### src/rtl/add_sub_accumulator.sv
// Two-stage pipelined adder/subtractor with valid/ready handshakes on both
// sides, signed/unsigned overflow detection, optional saturation and an
// internal running accumulator.
//
// Stage 1 holds the accepted operands. The output stage holds the computed
// result. The arithmetic is evaluated combinationally from stage 1 (and the
// accumulator) and is captured when a beat moves from stage 1 into the
// output stage. At most two beats are in flight at any time.
module add_sub_accumulator #(
    parameter int DATA_WIDTH = 8,
    parameter int SIGNED     = 0,
    parameter int SATURATE   = 0
) (
    input  logic                  clk,
    input  logic                  rst,
    input  logic                  in_valid,
    output logic                  in_ready,
    input  logic [DATA_WIDTH-1:0] operand_a,
    input  logic [DATA_WIDTH-1:0] operand_b,
    input  logic [1:0]            operation,
    input  logic                  clear_acc,
    output logic                  out_valid,
    input  logic                  out_ready,
    output logic [DATA_WIDTH-1:0] result,
    output logic                  of_uf,
    output logic [DATA_WIDTH-1:0] acc_value
);

    typedef enum logic [1:0] {
        OP_SUB     = 2'b00,
        OP_ADD     = 2'b01,
        OP_ACC_ADD = 2'b10,
        OP_ACC_SUB = 2'b11
    } op_e;

    localparam int W = DATA_WIDTH;

    // Representable extremes used when saturating.
    localparam logic [W-1:0] MAX_U = {W{1'b1}};
    localparam logic [W-1:0] MIN_U = {W{1'b0}};
    localparam logic [W-1:0] MAX_S = {1'b0, {(W-1){1'b1}}};
    localparam logic [W-1:0] MIN_S = {1'b1, {(W-1){1'b0}}};

    // ------------------------------------------------------------------
    // State
    // ------------------------------------------------------------------
    logic         s1_valid_q, s1_valid_d;
    logic [W-1:0] s1_a_q,     s1_a_d;
    logic [W-1:0] s1_b_q,     s1_b_d;
    op_e          s1_op_q,    s1_op_d;

    logic         out_valid_q, out_valid_d;
    logic [W-1:0] result_q,    result_d;
    logic         of_uf_q,     of_uf_d;

    logic [W-1:0] acc_q,       acc_d;

    // ------------------------------------------------------------------
    // Handshake
    // ------------------------------------------------------------------
    logic out_load;   // output stage may take a new beat this cycle
    logic accept;     // input beat enters stage 1
    logic xfer;       // stage 1 beat moves into the output stage

    assign out_load = !out_valid_q || out_ready;
    assign in_ready = !s1_valid_q || out_load;
    assign accept   = in_valid && in_ready;
    assign xfer     = s1_valid_q && out_load;

    // ------------------------------------------------------------------
    // Arithmetic on the stage 1 beat
    // ------------------------------------------------------------------
    logic         is_acc;
    logic         is_sub;
    logic [W-1:0] lhs;
    logic [W-1:0] rhs;
    logic [W:0]   wide;
    logic [W-1:0] raw;
    logic         same_sign;
    logic         ovf;
    logic [W-1:0] sat_val;
    logic [W-1:0] calc_res;

    // Compute the W+1-bit result, the overflow flag and the final value.
    always_comb begin
        // NOTE: every signal written here gets a value before any branch so no latch is inferred.
        is_acc    = (s1_op_q == OP_ACC_ADD) || (s1_op_q == OP_ACC_SUB);
        is_sub    = (s1_op_q == OP_SUB)     || (s1_op_q == OP_ACC_SUB);
        lhs       = is_acc ? acc_q  : s1_a_q;
        rhs       = is_acc ? s1_a_q : s1_b_q;
        wide      = is_sub ? ({1'b0, lhs} - {1'b0, rhs})
                           : ({1'b0, lhs} + {1'b0, rhs});
        raw       = wide[W-1:0];
        same_sign = (lhs[W-1] == rhs[W-1]);
        ovf       = 1'b0;
        sat_val   = raw;

        if (SIGNED != 0) begin
            // Add overflows when like signs yield a different sign; subtract
            // overflows when unlike signs yield a sign differing from the
            // minuend. Either way the true result lies on the minuend's side.
            ovf     = (is_sub ? !same_sign : same_sign) && (raw[W-1] != lhs[W-1]);
            sat_val = lhs[W-1] ? MIN_S : MAX_S;
        end else begin
            // Extra bit is carry-out for add and borrow for subtract.
            ovf     = wide[W];
            sat_val = is_sub ? MIN_U : MAX_U;
        end

        calc_res = ((SATURATE != 0) && ovf) ? sat_val : raw;
    end

    // ------------------------------------------------------------------
    // Next-state logic
    // ------------------------------------------------------------------

    // Stage 1: load on accept, empty when its beat moves on.
    always_comb begin
        s1_valid_d = s1_valid_q;
        s1_a_d     = s1_a_q;
        s1_b_d     = s1_b_q;
        s1_op_d    = s1_op_q;

        if (xfer) begin
            s1_valid_d = 1'b0;
        end
        if (accept) begin
            s1_valid_d = 1'b1;
            s1_a_d     = operand_a;
            s1_b_d     = operand_b;
            s1_op_d    = op_e'(operation);
        end
    end

    // Output stage: capture on transfer, hold while stalled.
    always_comb begin
        out_valid_d = out_valid_q;
        result_d    = result_q;
        of_uf_d     = of_uf_q;

        if (out_load) begin
            out_valid_d = s1_valid_q;
        end
        if (xfer) begin
            result_d = calc_res;
            of_uf_d  = ovf;
        end
    end

    // Accumulator: ACC ops write their final result; clear has priority but
    // the transferring op has already used the pre-clear value above.
    always_comb begin
        acc_d = acc_q;
        if (clear_acc) begin
            acc_d = '0;
        end else if (xfer && is_acc) begin
            acc_d = calc_res;
        end
    end

    // ------------------------------------------------------------------
    // Registers
    // ------------------------------------------------------------------

    // State update with synchronous reset discarding all in-flight beats.
    always_ff @(posedge clk) begin
        if (rst) begin
            // NOTE: stage 1 data is cleared too, so nothing undefined can reach
            // the arithmetic or the accumulator after reset.
            s1_valid_q  <= 1'b0;
            s1_a_q      <= '0;
            s1_b_q      <= '0;
            s1_op_q     <= OP_SUB;
            out_valid_q <= 1'b0;
            result_q    <= '0;
            of_uf_q     <= 1'b0;
            acc_q       <= '0;
        end else begin
            // NOTE: non-blocking assignments so every register samples pre-edge values.
            s1_valid_q  <= s1_valid_d;
            s1_a_q      <= s1_a_d;
            s1_b_q      <= s1_b_d;
            s1_op_q     <= s1_op_d;
            out_valid_q <= out_valid_d;
            result_q    <= result_d;
            of_uf_q     <= of_uf_d;
            acc_q       <= acc_d;
        end
    end

    // ------------------------------------------------------------------
    // Outputs
    // ------------------------------------------------------------------
    assign out_valid = out_valid_q;
    assign result    = result_q;
    assign of_uf     = of_uf_q;
    assign acc_value = acc_q;

endmodule

### config.mk
export PLATFORM = sky130hd
export DESIGN_NAME = add_sub_accumulator
export DESIGN_NICKNAME = d
export VERILOG_FILES = /design/src/rtl/add_sub_accumulator.sv
export SDC_FILE = /design/constraint.sdc
export NUM_CORES = 1
export LEC_CHECK = 0
export ABC_AREA = 1
export CORE_MARGIN = 1
export CORE_UTILIZATION = 56
export CTS_CLUSTER_SIZE = 8
export DETAILED_ROUTE_END_ITERATION = 12
export PLACE_DENSITY_LB_ADDON = 0.08
export SLEW_MARGIN = 10
export SYNTH_ARGS = -nofsm -noshare
export SYNTH_HDL_FRONTEND = slang
export SYNTH_SLANG_ARGS = --single-unit
### constraint.sdc
create_clock -name clk -period 8.13 [get_ports clk]
set_input_delay 1.626 -clock clk [delete_from_list [all_inputs] [get_ports clk]]
set_output_delay 1.626 -clock clk [all_outputs]
set_load 0.05 [all_outputs]
==> results of run 1 <==
[report_power, final]
group          internal (mW)  leakage, nW  total [mW]  switching (mW)
Sequential             0.194        0.305       0.201         0.00724
Combinational         0.0731        0.919       0.198           0.125
Clock                 0.0670       0.0433       0.130          0.0625
Total                  0.334         1.27       0.528           0.194
[layer usage]
layer | up-vias | track usage | share of wire
met4 | 0 | 0.0667 | 0.0089
met3 | 6 | 0.0589 | 0.040
met5 | - | 0 | 0
met1 | 921 | 0.301 | 0.47
li1 | 1090 | - | -
met2 | 42 | 0.458 | 0.48
[cells in the final DEF (no fill, tap or decap), types with 9 or more instances in the layout]
cell,count
a21oi_1,30
clkdlybuf4s50_1,41
dfxtp_1,37
ha_1,11
inv_1,44
nand2_1,71
nand3_1,12
nor2_1,35
o21ai_0,39
xor2_1,9
[area by class of cell]
| class | instances | share of cell area |
|---|---|---|
| clock inverters | 1 | 0.00281 |
| clock buffers | 6 | 0.0310 |
| well taps | 48 | 0.0225 |
| inverters | 46 | 0.0647 |
| flip-flops and latches | 37 | 0.278 |
| repair buffers | 41 | 0.154 |
| multi-input cells | 227 | 0.447 |
[flip-flops by register name (all words and copies together) (netlist names)]
register,flops
s1_op_q,2
out_valid,1
s1_a_q,8
of_uf,1
result,8
s1_b_q,8
acc_value,8
s1_valid_q,1
[stage by stage]
stage / util / cell area, sq um / hold slack (ns) / power (mW)
2_1_floorplan: - / 2180 / 0.430 / 0.355
3_3_place_gp: 0.699 / 2580 / 0.460 / 0.397
3_5_place_dp: 0.699 / 2580 / 0.460 / 0.400
4_1_cts: 0.723 / 2670 / 0.470 / 0.530
5_1_grt: 0.723 / 2670 / 0.493 / 0.566
6_report: 0.723 / 2670 / 0.466 / 0.528
[synth_stat cells (all sizes together)]
library cell  instances
clkbuf                5
o21ai                47
a21oi                30
and2                  1
nand4                 1
xor2                  9
a21o                  1
buf                   6
dfxtp                37
fa                    1
nand2                73
inv                  46
nand3                15
nor2                 38
ha                   11
[worst max-delay path, delay by kind of cell]
kind	cells	cell delay [ns]
simple gates	1	0.10
buf+inv	3	1.32
[logic make-up (layout without fill, tap and decap cells)]
| kind of cell | count (synthesis) | after routing | share of synthesized area |
|---|---|---|---|
| and+or+nand+nor | 128 | 128 | 0.249 |
| AOI/OAI and AO/OA | 78 | 78 | 0.191 |
| buffers and inverters | 57 | 94 | 0.111 |
| DFF | 37 | 37 | 0.340 |
| adders and majority gates | 12 | 12 | 0.0724 |
| xor gates and xnor gates | 9 | 9 | 0.0362 |
[final timing paths]
path	startpoint	to	slack [ns]	depth (start not counted)
worst max register to register	s1_op_q[0]	result[6]	4.51	16
worst max-delay path	out_ready	in_ready	3.46	4
worst min-delay path	s1_b_q[2]	s1_b_q[2]	0.47	2
worst min register to register	s1_b_q[2]	s1_b_q[2]	0.47	2
==> results.json, run 1 <==
{
  "power.density_nw_per_um2": 198,
  "first_iter_violations": 105,
  "grt-ovfl-total": 0,
  "drv_cap": 0,
  "cp.required_ns": 6.50,
  "fp.dieW_um": 64.4,
  "dp.cells": 399,
  "synth-seq-area-share": 0.340,
  "drive_gt1_frac": 0.0642,
  "htree_levels": 2,
  "ctsLongestPathBuffers": 2,
  "crit_path_start_kind": "input pin",
  "fin_crit_sh": 0.575,
  "crit_chain": "clkdlybuf4s50_1 -> inv_1 -> nand3_1 -> clkdlybuf4s50_1",
  "dieHeight_um": 64.4,
  "cts_made_buffers": 5,
  "rows": 22,
  "fin_setup_tns_ns": 0,
  "synth.distinct_cells": 24,
  "path_clk_slew_ns": 0.07,
  "nFillCells": 329,
  "post-dp-hpwl_mm": 3.46,
  "fin_worst_skew_ns": 0.00756,
  "ys.warnings.count": 0,
  "clockRootBuffer": "clkbuf_8",
  "ys_top_cells_by_area": "dfxtp_1 (34%), nand2_1 (12%), o21ai_0 (9.0%), inv_1 (7.6%), a21oi_1 (6.9%)",
  "cp_slowest_cell": "clkdlybuf4s50_1",
  "dr.pass1.iters": 4,
  "clock_insertion_delay_worst_skew_ns": 0.28,
  "cts_resized": 0,
  "grt_pass1_vias": 1988,
  "wl_per_cell_um": 11.1,
  "synth_nets": 356,
  "core_area_sq_um": 3690,
  "cp.arrival_ns": 3.05,
  "cts.sinks": 37,
  "cts.hold.buffers_added": 0,
  "syn_to_final_growth_pct": 22.5,
  "tritoncts": "built",
  "drv_slew": 0,
  "die-area_sq_um": 4140,
  "vias_per_cell": 5.07,
  "period_minus_slack_ns": 4.67,
  "ant_nets": 0,
  "crit_path_max_fanout": 3,
  "rsz0062_at_grt": "false",
  "hp-class": "reg2reg",
  "cts_setup_buffers": 0,
  "n_antenna_cell": 0,
  "grt_pass1_wl_mm": 8.29,
  "start_util": 0.590,
  "instances_no_fill": 406,
  "max_freq_mhz": 214,
  "cpMostUsedCell": "clkdlybuf4s50_1",
  "synth_cells": 321,
  "antenna_found_initial": 0,
  "setup_viol": 0,
  "grt.total_usage": 0.255,
  "yosysTopAreaCellShare": 0.340,
  "drc": 0,
  "dpl_worst_slack_ns": 3.47,
  "wirelength_mm": 4.50,
  "power.static_leakage_nw": 1.27,
  "ys_seq_elements": 37,
  "outcome": "finished, final reports clean",
  "ios": 42,
  "worst_slack_ns": 3.46,
  "synth_area_leader_cell": "dfxtp_1",
  "end_kind": "output port",
  "grt_max_degree": 34,
  "multi_input_area_sq_um": 1190,
  "register_area_sq_um": 741,
  "synth_area_per_cell_sq_um": 6.78,
  "port-buffer-count": 41,
  "max_stage_delay_ns": 0.82,
  "critPathKind": "in2out",
  "place_congestion": 0.878,
  "worst_slew_pin_slew_ns": 0.786,
  "syn_area_sq_um": 2180,
  "layout.nets": 393,
  "hold_viol": 0,
  "relSlewSlack": 0.475,
  "max-vdd-ir-drop_v": 0.000155,
  "vias": 2059
}
Power figures use the tool's default switching activity.
==> inputs of run 2 (changes only) <==
--- a/config.mk
+++ b/config.mk
@@ -7,7 +7,7 @@
 export LEC_CHECK = 0
 export ABC_AREA = 1
 export CORE_MARGIN = 1
-export CORE_UTILIZATION = 56
+export CORE_UTILIZATION = 47
 export CTS_CLUSTER_SIZE = 8
 export DETAILED_ROUTE_END_ITERATION = 12
 export PLACE_DENSITY_LB_ADDON = 0.08
==> constraint.sdc (replaced) <==
create_clock -name clk -period 4.1 [get_ports clk]
set_input_delay 0.82 -clock clk [delete_from_list [all_inputs] [get_ports clk]]
set_output_delay 0.82 -clock clk [all_outputs]
set_load 0.05 [all_outputs]
==> run 2 against run 1 <==
- cell count increased by 1.5%
- sequential share of layout area decreased by 0.052 points
- global-route usage decreased by 4.8 points
- highest routed layer unchanged
==> results.json, run 2 (synthesis results as in run 1) <==
{
  "outcome": "finished, final reports clean",
  "path_clk_slew_ns": 0.07,
  "end_kind": "flop",
  "clock_insertion_delay_worst_skew_ns": 0.29,
  "layout.nets": 394,
  "ios": 42,
  "wirelength_mm": 4.59,
  "hold_viol": 0,
  "dieHeight_um": 70.1,
  "fin_crit_sh": 0.787,
  "dr.pass1.iters": 4,
  "worst_slack_ns": 0.875,
  "relSlewSlack": 0.478,
  "max-vdd-ir-drop_v": 0.000253,
  "register_area_sq_um": 741,
  "ctsLongestPathBuffers": 2,
  "layout_common_cells": "nand2_1 (71), inv_1 (44), clkdlybuf4s50_1 (41)",
  "drv_slew": 0,
  "post-dp-hpwl_mm": 3.60,
  "die-area_sq_um": 4910,
  "core_area_sq_um": 4410,
  "power.static_leakage_nw": 1.27,
  "cts.hold.buffers_added": 0,
  "crit_path_start_kind": "flop",
  "fin_worst_skew_ns": 0.00825,
  "grt_max_degree": 31,
  "cp.arrival_ns": 3.42,
  "cp.required_ns": 4.29,
  "mostFrequentLayoutCell": "nand2_1",
  "period_minus_slack_ns": 3.23,
  "cts_resized": 0,
  "ant_nets": 0,
  "cts_setup_buffers": 0,
  "worst_slew_pin_slew_ns": 0.781,
  "drv_cap": 0,
  "wl_per_cell_um": 11.1,
  "multi_input_area_sq_um": 1190,
  "clockRootBuffer": "clkbuf_8",
  "grt_pass1_vias": 1904,
  "power.density_nw_per_um2": 387,
  "cts_made_buffers": 5,
  "crit_path_max_fanout": 11,
  "grt-ovfl-total": 0,
  "antenna_found_initial": 0,
  "rsz0062_at_grt": "false",
  "design_area_sq_um": 2670,
  "fp.dieW_um": 70.1,
  "nFillCells": 465,
  "drive_gt1_frac": 0.0667,
  "max_freq_mhz": 310,
  "drc": 0,
  "start_util": 0.493,
  "grt_pass1_wl_mm": 8.20,
  "fin_worst_hold_slack_ns": 0.470,
  "port-buffer-count": 41,
  "dpl_worst_slack_ns": 0.912,
  "vias": 2049,
  "rows": 24,
  "place_congestion": 0.962,
  "fin_setup_tns_ns": 0,
  "vias_per_cell": 4.97,
  "htree_levels": 2,
  "first_iter_violations": 87,
  "hp-class": "reg2reg",
  "critPathKind": "reg2reg",
  "syn_to_final_growth_pct": 22.8,
  "n_antenna_cell": 0,
  "tritoncts": "built",
  "grt.total_usage": 0.207,
  "cts.sinks": 37,
  "setup_viol": 0,
  "place_area_sq_um": 2590
}
[run 2: cell count changes in the layout (fill, tap and decap cells not counted)]
cell / before / now
clkinvlp_4: 1 / 0
clkbuf_8: 6 / 5
clkinv_2: 0 / 2
buf_4: 0 / 1
clkbuf_1: 0 / 1
[run 2: area by class of cell]
| cell class | instances | share of cell area |
|---|---|---|
| timing repair buffer | 42 | 0.156 |
| sequential | 37 | 0.277 |
| clock buffer | 6 | 0.0272 |
| tap | 52 | 0.0243 |
| inverter | 46 | 0.0646 |
| clock inverter | 2 | 0.00375 |
| multi-input combinational | 227 | 0.447 |
[run 2: worst paths after layout]
kind | start | end | slack [ns] | depth (start not counted)
setup / recovery | s1_op_q[0] | result[6] | 0.87 | 16
hold / removal | s1_b_q[6] | s1_b_q[6] | 0.47 | 2
setup reg to reg | s1_op_q[0] | result[6] | 0.87 | 16
hold reg to reg | s1_b_q[6] | s1_b_q[6] | 0.47 | 2
[run 2: metrics by stage]
step | total power, mW | utilization | instances
floorplan | 0.704 | - | 321
global placement | 0.792 | 0.587 | 404
detailed placement | 0.795 | 0.587 | 404
CTS | 1.04 | 0.605 | 412
global route | 1.11 | 0.605 | 412
finish | 1.03 | 0.605 | 412
[run 2: where the power goes]
| part | internal (mW) | total, mW | leakage, nW | switching (mW) |
|---|---|---|---|---|
| clock network | 0.118 | 0.246 | 0.0450 | 0.128 |
| logic | 0.146 | 0.390 | 0.924 | 0.244 |
| registers | 0.384 | 0.398 | 0.305 | 0.0142 |
| total | 0.648 | 1.03 | 1.27 | 0.386 |
[run 2: critical path: stages (launching register included)]
cell and delay (ns):
dfxtp_1 0.33, inv_1 0.05, ha_1 0.25, nor2_4 0.29, nand2_1 0.10, o21ai_1 0.10
inv_2 0.06, ha_1 0.28, nand2_1 0.06, o21ai_0 0.14, fa_1 0.46, o21ai_0 0.48
a21oi_1 0.15, xor2_1 0.20, nand2_1 0.07, nand2_1 0.07, inv_1 0.03
[run 2: per-layer routing]
metal  vias up  share of wire  routed length (um)  GRT usage
met1       920           0.49                2260      0.263
li1       1091              -                   -          -
met2        31           0.46                2120      0.344
met4         0          0.013                  60     0.0711
met5         -              0                   0          0
met3         7          0.031                 144     0.0447
==> inputs of run 3 (changes only) <==
--- a/config.mk
+++ b/config.mk
@@ -7,7 +7,7 @@
 export LEC_CHECK = 0
 export ABC_AREA = 1
 export CORE_MARGIN = 1
-export CORE_UTILIZATION = 47
+export CORE_UTILIZATION = 52
 export CTS_CLUSTER_SIZE = 8
 export DETAILED_ROUTE_END_ITERATION = 12
 export PLACE_DENSITY_LB_ADDON = 0.08
==> constraint.sdc (replaced) <==
create_clock -name clk -period 3.01 [get_ports clk]
set_input_delay 0.602 -clock clk [delete_from_list [all_inputs] [get_ports clk]]
set_output_delay 0.602 -clock clk [all_outputs]
set_load 0.05 [all_outputs]
==> run 3 against run 2 <==
- non-clock buffer count increased by 14
- critical path type unchanged
- combinational power increased by 64%
- via count increased by 6.4%
- core utilization increased by 12 points
- worst hold slack improved by 0.0023 ns
- largest power group is now combinational logic
- global-route usage increased by 4.0 points
- worst setup slack got worse by 0.76 ns
- final area increased by 8.5%
- sequential share of layout area decreased by 2.1 points
==> results.json, run 3 (synthesis results as in run 1) <==
{
  "multi_input_area_sq_um": 1250,
  "clockRootBuffer": "clkbuf_8",
  "grt-ovfl-total": 0,
  "ant_nets": 0,
  "grtUsageMet3": 0.0531,
  "cts.sinks": 37,
  "rsz0062_at_grt": "true",
  "drv_cap": 0,
  "crit_path_max_fanout": 6,
  "nFillCells": 337,
  "mostFrequentLayoutCell": "nand2_1",
  "cp.arrival_ns": 3.09,
  "antenna_found_initial": 0,
  "layout.nets": 408,
  "drive_gt1_frac": 0.139,
  "clock_insertion_delay_worst_skew_ns": 0.29,
  "design_area_sq_um": 2900,
  "met1_usage": 0.303,
  "vias": 2181,
  "dr.pass1.iters": 6,
  "grt-busiest-layer": "met2",
  "n_antenna_cell": 0,
  "dieHeight_um": 66.7,
  "vias_per_cell": 5.14,
  "grt.total_usage": 0.247,
  "power.static_leakage_nw": 1.36,
  "ios": 42,
  "place_area_sq_um": 2620,
  "setup_viol": 0,
  "first_iter_violations": 120,
  "path_clk_slew_ns": 0.07,
  "port-buffer-count": 41,
  "hp-class": "reg2reg",
  "start_util": 0.544,
  "wl_per_cell_um": 12.3,
  "end_kind": "flop",
  "grt_pass1_vias": 1908,
  "fin_crit_sh": 0.963,
  "layout_common_cells": "nand2_1 (71), inv_1 (44), clkdlybuf4s50_1 (41)",
  "fin_worst_hold_slack_ns": 0.473,
  "crit_path_start_kind": "flop",
  "syn_to_final_growth_pct": 33.2,
  "core_area_sq_um": 4000,
  "hold_viol": 0,
  "grt_max_degree": 25,
  "fin_worst_skew_ns": 0.00554,
  "register_area_sq_um": 743,
  "critPathKind": "reg2reg",
  "grt_pass1_wl_mm": 8.31,
  "global_route.usage.met2": 0.418,
  "period_minus_slack_ns": 2.90,
  "drv_slew": 0,
  "drc": 0,
  "htree_levels": 2,
  "power.density_nw_per_um2": 564,
  "tritoncts": "built",
  "cp.required_ns": 3.20,
  "cts_made_buffers": 5,
  "worst_slew_pin_slew_ns": 0.506,
  "rows": 23,
  "ctsLongestPathBuffers": 2,
  "place_congestion": 0.854,
  "cts.hold.buffers_added": 0,
  "worst_slack_ns": 0.112,
  "max_freq_mhz": 345,
  "dpl_worst_slack_ns": 0.0886,
  "fp.dieW_um": 66.7,
  "post-dp-hpwl_mm": 3.61,
  "max-vdd-ir-drop_v": 0.000350,
  "wirelength_mm": 5.20,
  "outcome": "finished, final reports clean",
  "relSlewSlack": 0.662,
  "die-area_sq_um": 4450
}
==> run 3: cell type report <==
| class | count | share of cell area |
|---|---|---|
| Multi-Input combinational cell | 227 | 0.432 |
| Inverter | 46 | 0.0595 |
| Clock inverter | 1 | 0.0104 |
| Timing Repair Buffer | 56 | 0.191 |
| Clock buffer | 7 | 0.0298 |
| Sequential cell | 37 | 0.256 |
| Tap cell | 50 | 0.0216 |
==> run 3: worst paths after layout <==
| kind | from | endpoint | slack (ns) | cells after the start |
|---|---|---|---|---|
| worst max-delay path | s1_op_q[0] | acc_value[5] | 0.11 | 18 |
| worst min-delay path | s1_b_q[6] | s1_b_q[6] | 0.47 | 2 |
| worst max register to register | s1_op_q[0] | acc_value[5] | 0.11 | 18 |
| worst min register to register | s1_b_q[6] | s1_b_q[6] | 0.47 | 2 |
==> run 3: what timing repair did <==
action,in CTS,in global routing
gates resized for setup,0,20
setup endpoints to repair,0,11
buffers inserted,0,10
==> run 3: report_power, final <==
part	switching, mW	internal, mW	leakage (nW)
Clock	0.179	0.270	0.0585
Combinational	0.381	0.259	0.998
Sequential	0.0220	0.524	0.306
==> run 3: routing by layer <==
layer  part of all wire  up-vias
met1               0.46     1004
li1                   -     1127
met3              0.034        8
met2               0.49       42
met5                  0        -
met4              0.016        0
==> run 3: stage by stage <==
step,instances,utilization,setup TNS [ns],total power [mW]
CTS,413,0.685,0,1.55
finish,424,0.725,0,1.63
global placement,405,0.656,0,1.10
global route,424,0.725,-0.461,1.73
floorplan,321,-,0,0.959
detailed placement,405,0.656,0,1.10
==> run 3: worst max-delay path, cell delays in order (launching register included) <==
cell	delay (ns)
dfxtp_2	0.36
inv_1	0.06
ha_2	0.21
nor2_4	0.19
buf_4	0.15
o21ai_1	0.06
inv_2	0.08
ha_2	0.21
nor2_2	0.05
xor2_1	0.15
ha_1	0.34
buf_4	0.14
nand2_1	0.06
o21ai_2	0.22
a21oi_2	0.10
xor2_1	0.20
nand2_1	0.10
nand2_1	0.08
inv_1	0.04
